`src/rtl/mmio_uart_tx.sv`:
```
// Memory-mapped UART transmitter: store-fed TX FIFO plus an 8N1 serializer.
// Define UART_TX_PARITY_EN to add an even-parity bit between the data bits and the stop bit.
module mmio_uart_tx #(
  parameter int          CLKS_PER_BIT = 16,
  parameter int          FIFO_DEPTH   = 8,
  parameter logic [31:0] BASE_ADDR    = 32'h0000_0100
) (
  input  logic        clk,
  input  logic        reset,
  input  logic        MemWrite,
  input  logic [31:0] DataAdr,
  input  logic [31:0] WriteData,
  output logic [31:0] ReadData,
  output logic        sel,
  output logic        tx,
  output logic        busy
);

  localparam int AW = $clog2(FIFO_DEPTH);
  localparam int CW = AW + 1;
  localparam int BW = $clog2(CLKS_PER_BIT);
`ifdef UART_TX_PARITY_EN
  localparam logic PAR_EN = 1'b1;
`else
  localparam logic PAR_EN = 1'b0;
`endif

  typedef enum logic [2:0] {
    IDLE, START, DATA, PARITY, STOP
  } state_t;

  logic [7:0]    mem [FIFO_DEPTH];
  logic [AW-1:0] rptr_q, wptr_q;
  logic [CW-1:0] count_q;
  logic          ovf_q;

  state_t        state_q, state_d;
  logic [BW-1:0] bcnt_q, bcnt_d;
  logic [2:0]    idx_q, idx_d;
  logic [7:0]    sh_q, sh_d;
  logic          par_q, par_d;

  logic pop, push_req, push_ok, clr_ovf;
  logic not_empty, full, empty, bit_end;
  logic [7:0]  cnt8;
  logic [31:0] status;
  logic        unused;

  assign sel       = DataAdr[31:3] == BASE_ADDR[31:3];
  assign push_req  = MemWrite & sel & ~DataAdr[2];
  assign clr_ovf   = MemWrite & sel & DataAdr[2] & WriteData[3];
  assign full      = count_q == CW'(FIFO_DEPTH);
  assign empty     = count_q == '0;
  assign not_empty = ~empty;
  assign push_ok   = push_req & (~full | pop);
  assign bit_end   = bcnt_q == BW'(CLKS_PER_BIT - 1);
  assign busy      = not_empty | (state_q != IDLE);

  // Bit 15 of the count field doubles as the parity-build flag.
  assign cnt8     = 8'(count_q);
  assign status   = {16'b0, PAR_EN, cnt8[6:0],
                     4'b0, ovf_q, busy, empty, full};
  assign ReadData = (sel & DataAdr[2]) ? status : 32'b0;
  assign unused   = &{1'b0, DataAdr[1:0], WriteData[31:8]};

  // Frame sequencing, bit timing and line drive.
  always_comb begin
    state_d = state_q;
    bcnt_d  = bcnt_q;
    idx_d   = idx_q;
    sh_d    = sh_q;
    par_d   = par_q;
    pop     = 1'b0;
    tx      = 1'b1;
    if (state_q != IDLE)
      bcnt_d = bit_end ? '0 : bcnt_q + 1'b1;
    unique case (state_q)
      IDLE: begin
        if (not_empty) begin
          pop     = 1'b1;
          sh_d    = mem[rptr_q];
          par_d   = ^mem[rptr_q];
          bcnt_d  = '0;
          state_d = START;
        end
      end
      START: begin
        tx = 1'b0;
        if (bit_end) begin
          idx_d   = 3'd0;
          state_d = DATA;
        end
      end
      DATA: begin
        tx = sh_q[0];
        if (bit_end) begin
          sh_d  = sh_q >> 1;
          idx_d = idx_q + 3'd1;
          if (idx_q == 3'd7) begin
`ifdef UART_TX_PARITY_EN
            state_d = PARITY;
`else
            state_d = STOP;
`endif
          end
        end
      end
      PARITY: begin
        tx = par_q;
        if (bit_end) state_d = STOP;
      end
      STOP: begin
        if (bit_end) begin
          if (not_empty) begin
            pop     = 1'b1;
            sh_d    = mem[rptr_q];
            par_d   = ^mem[rptr_q];
            state_d = START;
          end else begin
            state_d = IDLE;
          end
        end
      end
      default: state_d = IDLE;
    endcase
  end

  // Serializer state register.
  always_ff @(posedge clk) begin
    if (reset) begin
      state_q <= IDLE;
      bcnt_q  <= '0;
      idx_q   <= '0;
      sh_q    <= '0;
      par_q   <= 1'b0;
    end else begin
      state_q <= state_d;
      bcnt_q  <= bcnt_d;
      idx_q   <= idx_d;
      sh_q    <= sh_d;
      par_q   <= par_d;
    end
  end

  // FIFO storage; contents need no reset since count gates every read.
  always_ff @(posedge clk) begin
    if (push_ok) mem[wptr_q] <= WriteData[7:0];
  end

  // FIFO pointers, occupancy and sticky overflow (set beats clear).
  always_ff @(posedge clk) begin
    if (reset) begin
      rptr_q  <= '0;
      wptr_q  <= '0;
      count_q <= '0;
      ovf_q   <= 1'b0;
    end else begin
      if (push_ok) wptr_q <= wptr_q + 1'b1;
      if (pop)     rptr_q <= rptr_q + 1'b1;
      count_q <= count_q + CW'(push_ok) - CW'(pop);
      if (push_req & ~push_ok) ovf_q <= 1'b1;
      else if (clr_ovf)        ovf_q <= 1'b0;
    end
  end

endmodule

```
`config.mk`:
```
export PLATFORM = sky130hd
export DESIGN_NAME = mmio_uart_tx
export DESIGN_NICKNAME = d
export VERILOG_FILES = /design/src/rtl/mmio_uart_tx.sv
export SDC_FILE = /design/constraint.sdc
export NUM_CORES = 1
export LEC_CHECK = 0
export ABC_AREA = 1
export BUFFER_PORTS_ARGS = -buffer_cell sky130_fd_sc_hd__buf_2
export CAP_MARGIN = 20
export CORE_ASPECT_RATIO = 0.6
export CORE_UTILIZATION = 55
export DETAILED_ROUTE_END_ITERATION = 16
export GPL_ROUTABILITY_DRIVEN = 0
export PLACE_DENSITY_LB_ADDON = 0.05
export SYNTH_ARGS = -nofsm -noshare
export SYNTH_HDL_FRONTEND = slang
export SYNTH_SLANG_ARGS = --single-unit
```
`constraint.sdc`:
```
create_clock -name clk -period 3 [get_ports clk]
set_input_delay 0.75 -clock clk [delete_from_list [all_inputs] [get_ports clk]]
set_output_delay 0.75 -clock clk [all_outputs]
set_load 0.05 [all_outputs]
```
==> flow_summary.yaml <==
timing:
  hold_slack_ns: 0.4666
  finClkSkew_ns: 0.009046
  fin_crit_ns: 2.889
  setup_viol: 0
  drv_slew: 0
  setup_slack_ns: 0.1112
  worstMarginPinSlew_ns: 0.5349
  relSlewSlack: 0.6430
  period_share: 0.9629
  finalHoldViolCount: 0
  fmax_ghz: 0.3462
  grt_setup_unrepaired: "false"
detailed_routing:
  vias: 4032
  routed_wl_um: 10500
  drtIter0Drc: 359
  drtPass1Iterations: 10
  ant_nets: 0
  vias_per_cell: 5.143
  routedWlPerCell_um: 13.40
  drc: 0
cells_and_area:
  final_cells: 784
  final_core_util: 0.6606
  drive_above_1_share: 0.1652
  final_cell_mix: "nand2_1 (188), inv_1 (91), edfxtp_1 (64)"
  syn_to_final_growth_pct: 14.25
  fillers: 718
  antenna_cells: 0
  fin_nets: 746
  final_common_cell: "nand2_1"
clocking:
  cts_root_buf: "clkbuf_16"
  htree_levels: 3
  cts_sinks: 97
  cts_tree: "done"
  insertion_delay_ns: 0.34
  cts_inserted_buffers: 9
  cts.path.max_buffers: 2
  clkTransAtPathRegs_ns: 0.07
  postCtsHoldBufs: 0
place:
  pre_cts_ws_ns: 0.02130
  portBuffers: 51
  dp_hpwl_um: 7329
  placed_cells: 766
die:
  dieArea_sq_um: 9495
  die_x_um: 125.1
  die_h_um: 75.88
  coreArea_sq_um: 8653
  initial_core_util: 0.5782
  pin_count: 102
  core.rowCount: 26
global_routing:
  grt_overflow: 0
  antenna_found_initial: 0
  use_met3: 0.05688
  gr-usage-met1: 0.3248
  track_usage: 0.2332
  first_global_vias: 3364
  grt_pass1_wl_um: 16620
  gr-usage-met2: 0.3718
  grt_max_degree: 32
  busiest_layer: "met2"
synth:
  ys_types: 37
  yosys.area.top_type: "edfxtp_1"
  postSynthAreaPerCell_sq_um: 8.298
  async_reset_ff_frac: 0
  ys.flop_type: "edfxtp_1"
  synth_cells: 603
  syn_area_sq_um: 5004
  synth_top_area_frac: 0.3841
  synth_edf_count: 64
  yosys-top-cells-area: "edfxtp_1 (38%), nand2_1 (14%), dfxtp_1 (13%), inv_1 (6.8%), nand3_1 (5.1%)"
  synth_warnings: 0
  synth_seq_cells: 97
  seq_area_frac_synth: 0.5161
worst_setup_path:
  crit_chain: "buf_2 -> or3_1 -> nor2_1 -> nand3b_1 -> nor2_4 -> nand2_8 -> nor2_4 -> buf_2"
  slowest_delay_ns: 0.36
  required_ns: 2.25
  path_class: "in2out"
  startpoint_type: "input pin"
  slowest_stage: "or3_1"
  critPathArrivalTime_ns: 2.14
  end_kind: "primary output"
  crit_fanout: 9
run_status:
  status: "finished, final reports clean"
power_and_ir_drop:
  power_uw: 4725
  leakage_uw: 0.002714
  powerDensity_nw_per_um2: 826.5
  peakVddDrop_mv: 0.4282
hold_path:
  hold_class: "reg2reg"
run:
  cap_viol_max_count: 0
## power by group
part,switching (uW),internal (uW)
Combinational,1340,610
Sequential,96.2,1540
Clock,486,649
## metrics by stage
step                cell area [sq um]  setup TNS, ns
global placement                 5384              0
global route                     5717              0
detailed placement               5384              0
floorplan                        5167       -0.01191
finish                           5717              0
CTS                              5680              0
## flip-flops by register name, summed over array words and instances (netlist names), named ones only
register	flops
ovf_q	1
count_q	4
par_q	1
idx_q	3
sh_q	8
wptr_q	3
bcnt_q	4
rptr_q	3
mem	64
state_q	3
## repair_timing
action                     in CTS  in global routing
buffers inserted                0                  2
resized for setup               0                  6
setup endpoints to repair       0                  8
## synth_stat cells, drive strengths merged (2+ instances only)
master	n
o21ai	22
clkbuf	2
nor2	41
inv	97
nand3	53
edfxtp	64
nand2	191
nor4	4
dfxtp	33
nand4	2
ha	11
buf	39
or2	2
a21oi	30
a211oi	3
## routing by layer
metal  wire length (um)  up-vias
met3                873       17
met4                 92        0
met5                  0        -
li1                   -     2006
met1               4937     1830
met2               4601      179
## path summary, 6_finish.rpt
path / startpoint / to / slack, ns / cells after the start
hold reg to reg: sh_q[7]$_SDFFE_PP0P_ / sh_q[7]$_SDFFE_PP0P_ / 0.47 / 2
setup / recovery: DataAdr[30] / ReadData[3] / 0.11 / 8
hold / removal: sh_q[7]$_SDFFE_PP0P_ / sh_q[7]$_SDFFE_PP0P_ / 0.47 / 2
setup reg to reg: bcnt_q[0]$_SDFF_PP0_ / count_q[2]$_SDFF_PP0_ / 0.37 / 15
## cells by family (layout without fill, tap and decap cells)
group | after synthesis | after routing | share of synthesized area
compound gates | 57 | 57 | 0.06076
xor+xnor | 1 | 1 | 0.001751
fa+ha+maj | 12 | 12 | 0.03151
buf+inv | 138 | 184 | 0.1365
flops | 97 | 97 | 0.5161
other cells | 1 | 24 | 0.0007495
simple gates | 297 | 297 | 0.2526
## worst max-delay path: cells and delay by family
kind,cells,cell delay [ns]
AND/OR/NAND/NOR,6,1.04
buffers and inverters,2,0.35
## final cells by class
cell class	count	area, sq um	share of cell area
clock inverters	6	67.56	0.01182
inverters	97	369.1	0.06457
clock buffers	10	229.0	0.04005
well taps	112	140.1	0.02451
multi-input cells	391	1911	0.3342
repair buffers	71	417.9	0.07310
flip-flops and latches	97	2582	0.4517
(Power assumes the default switching activity.)
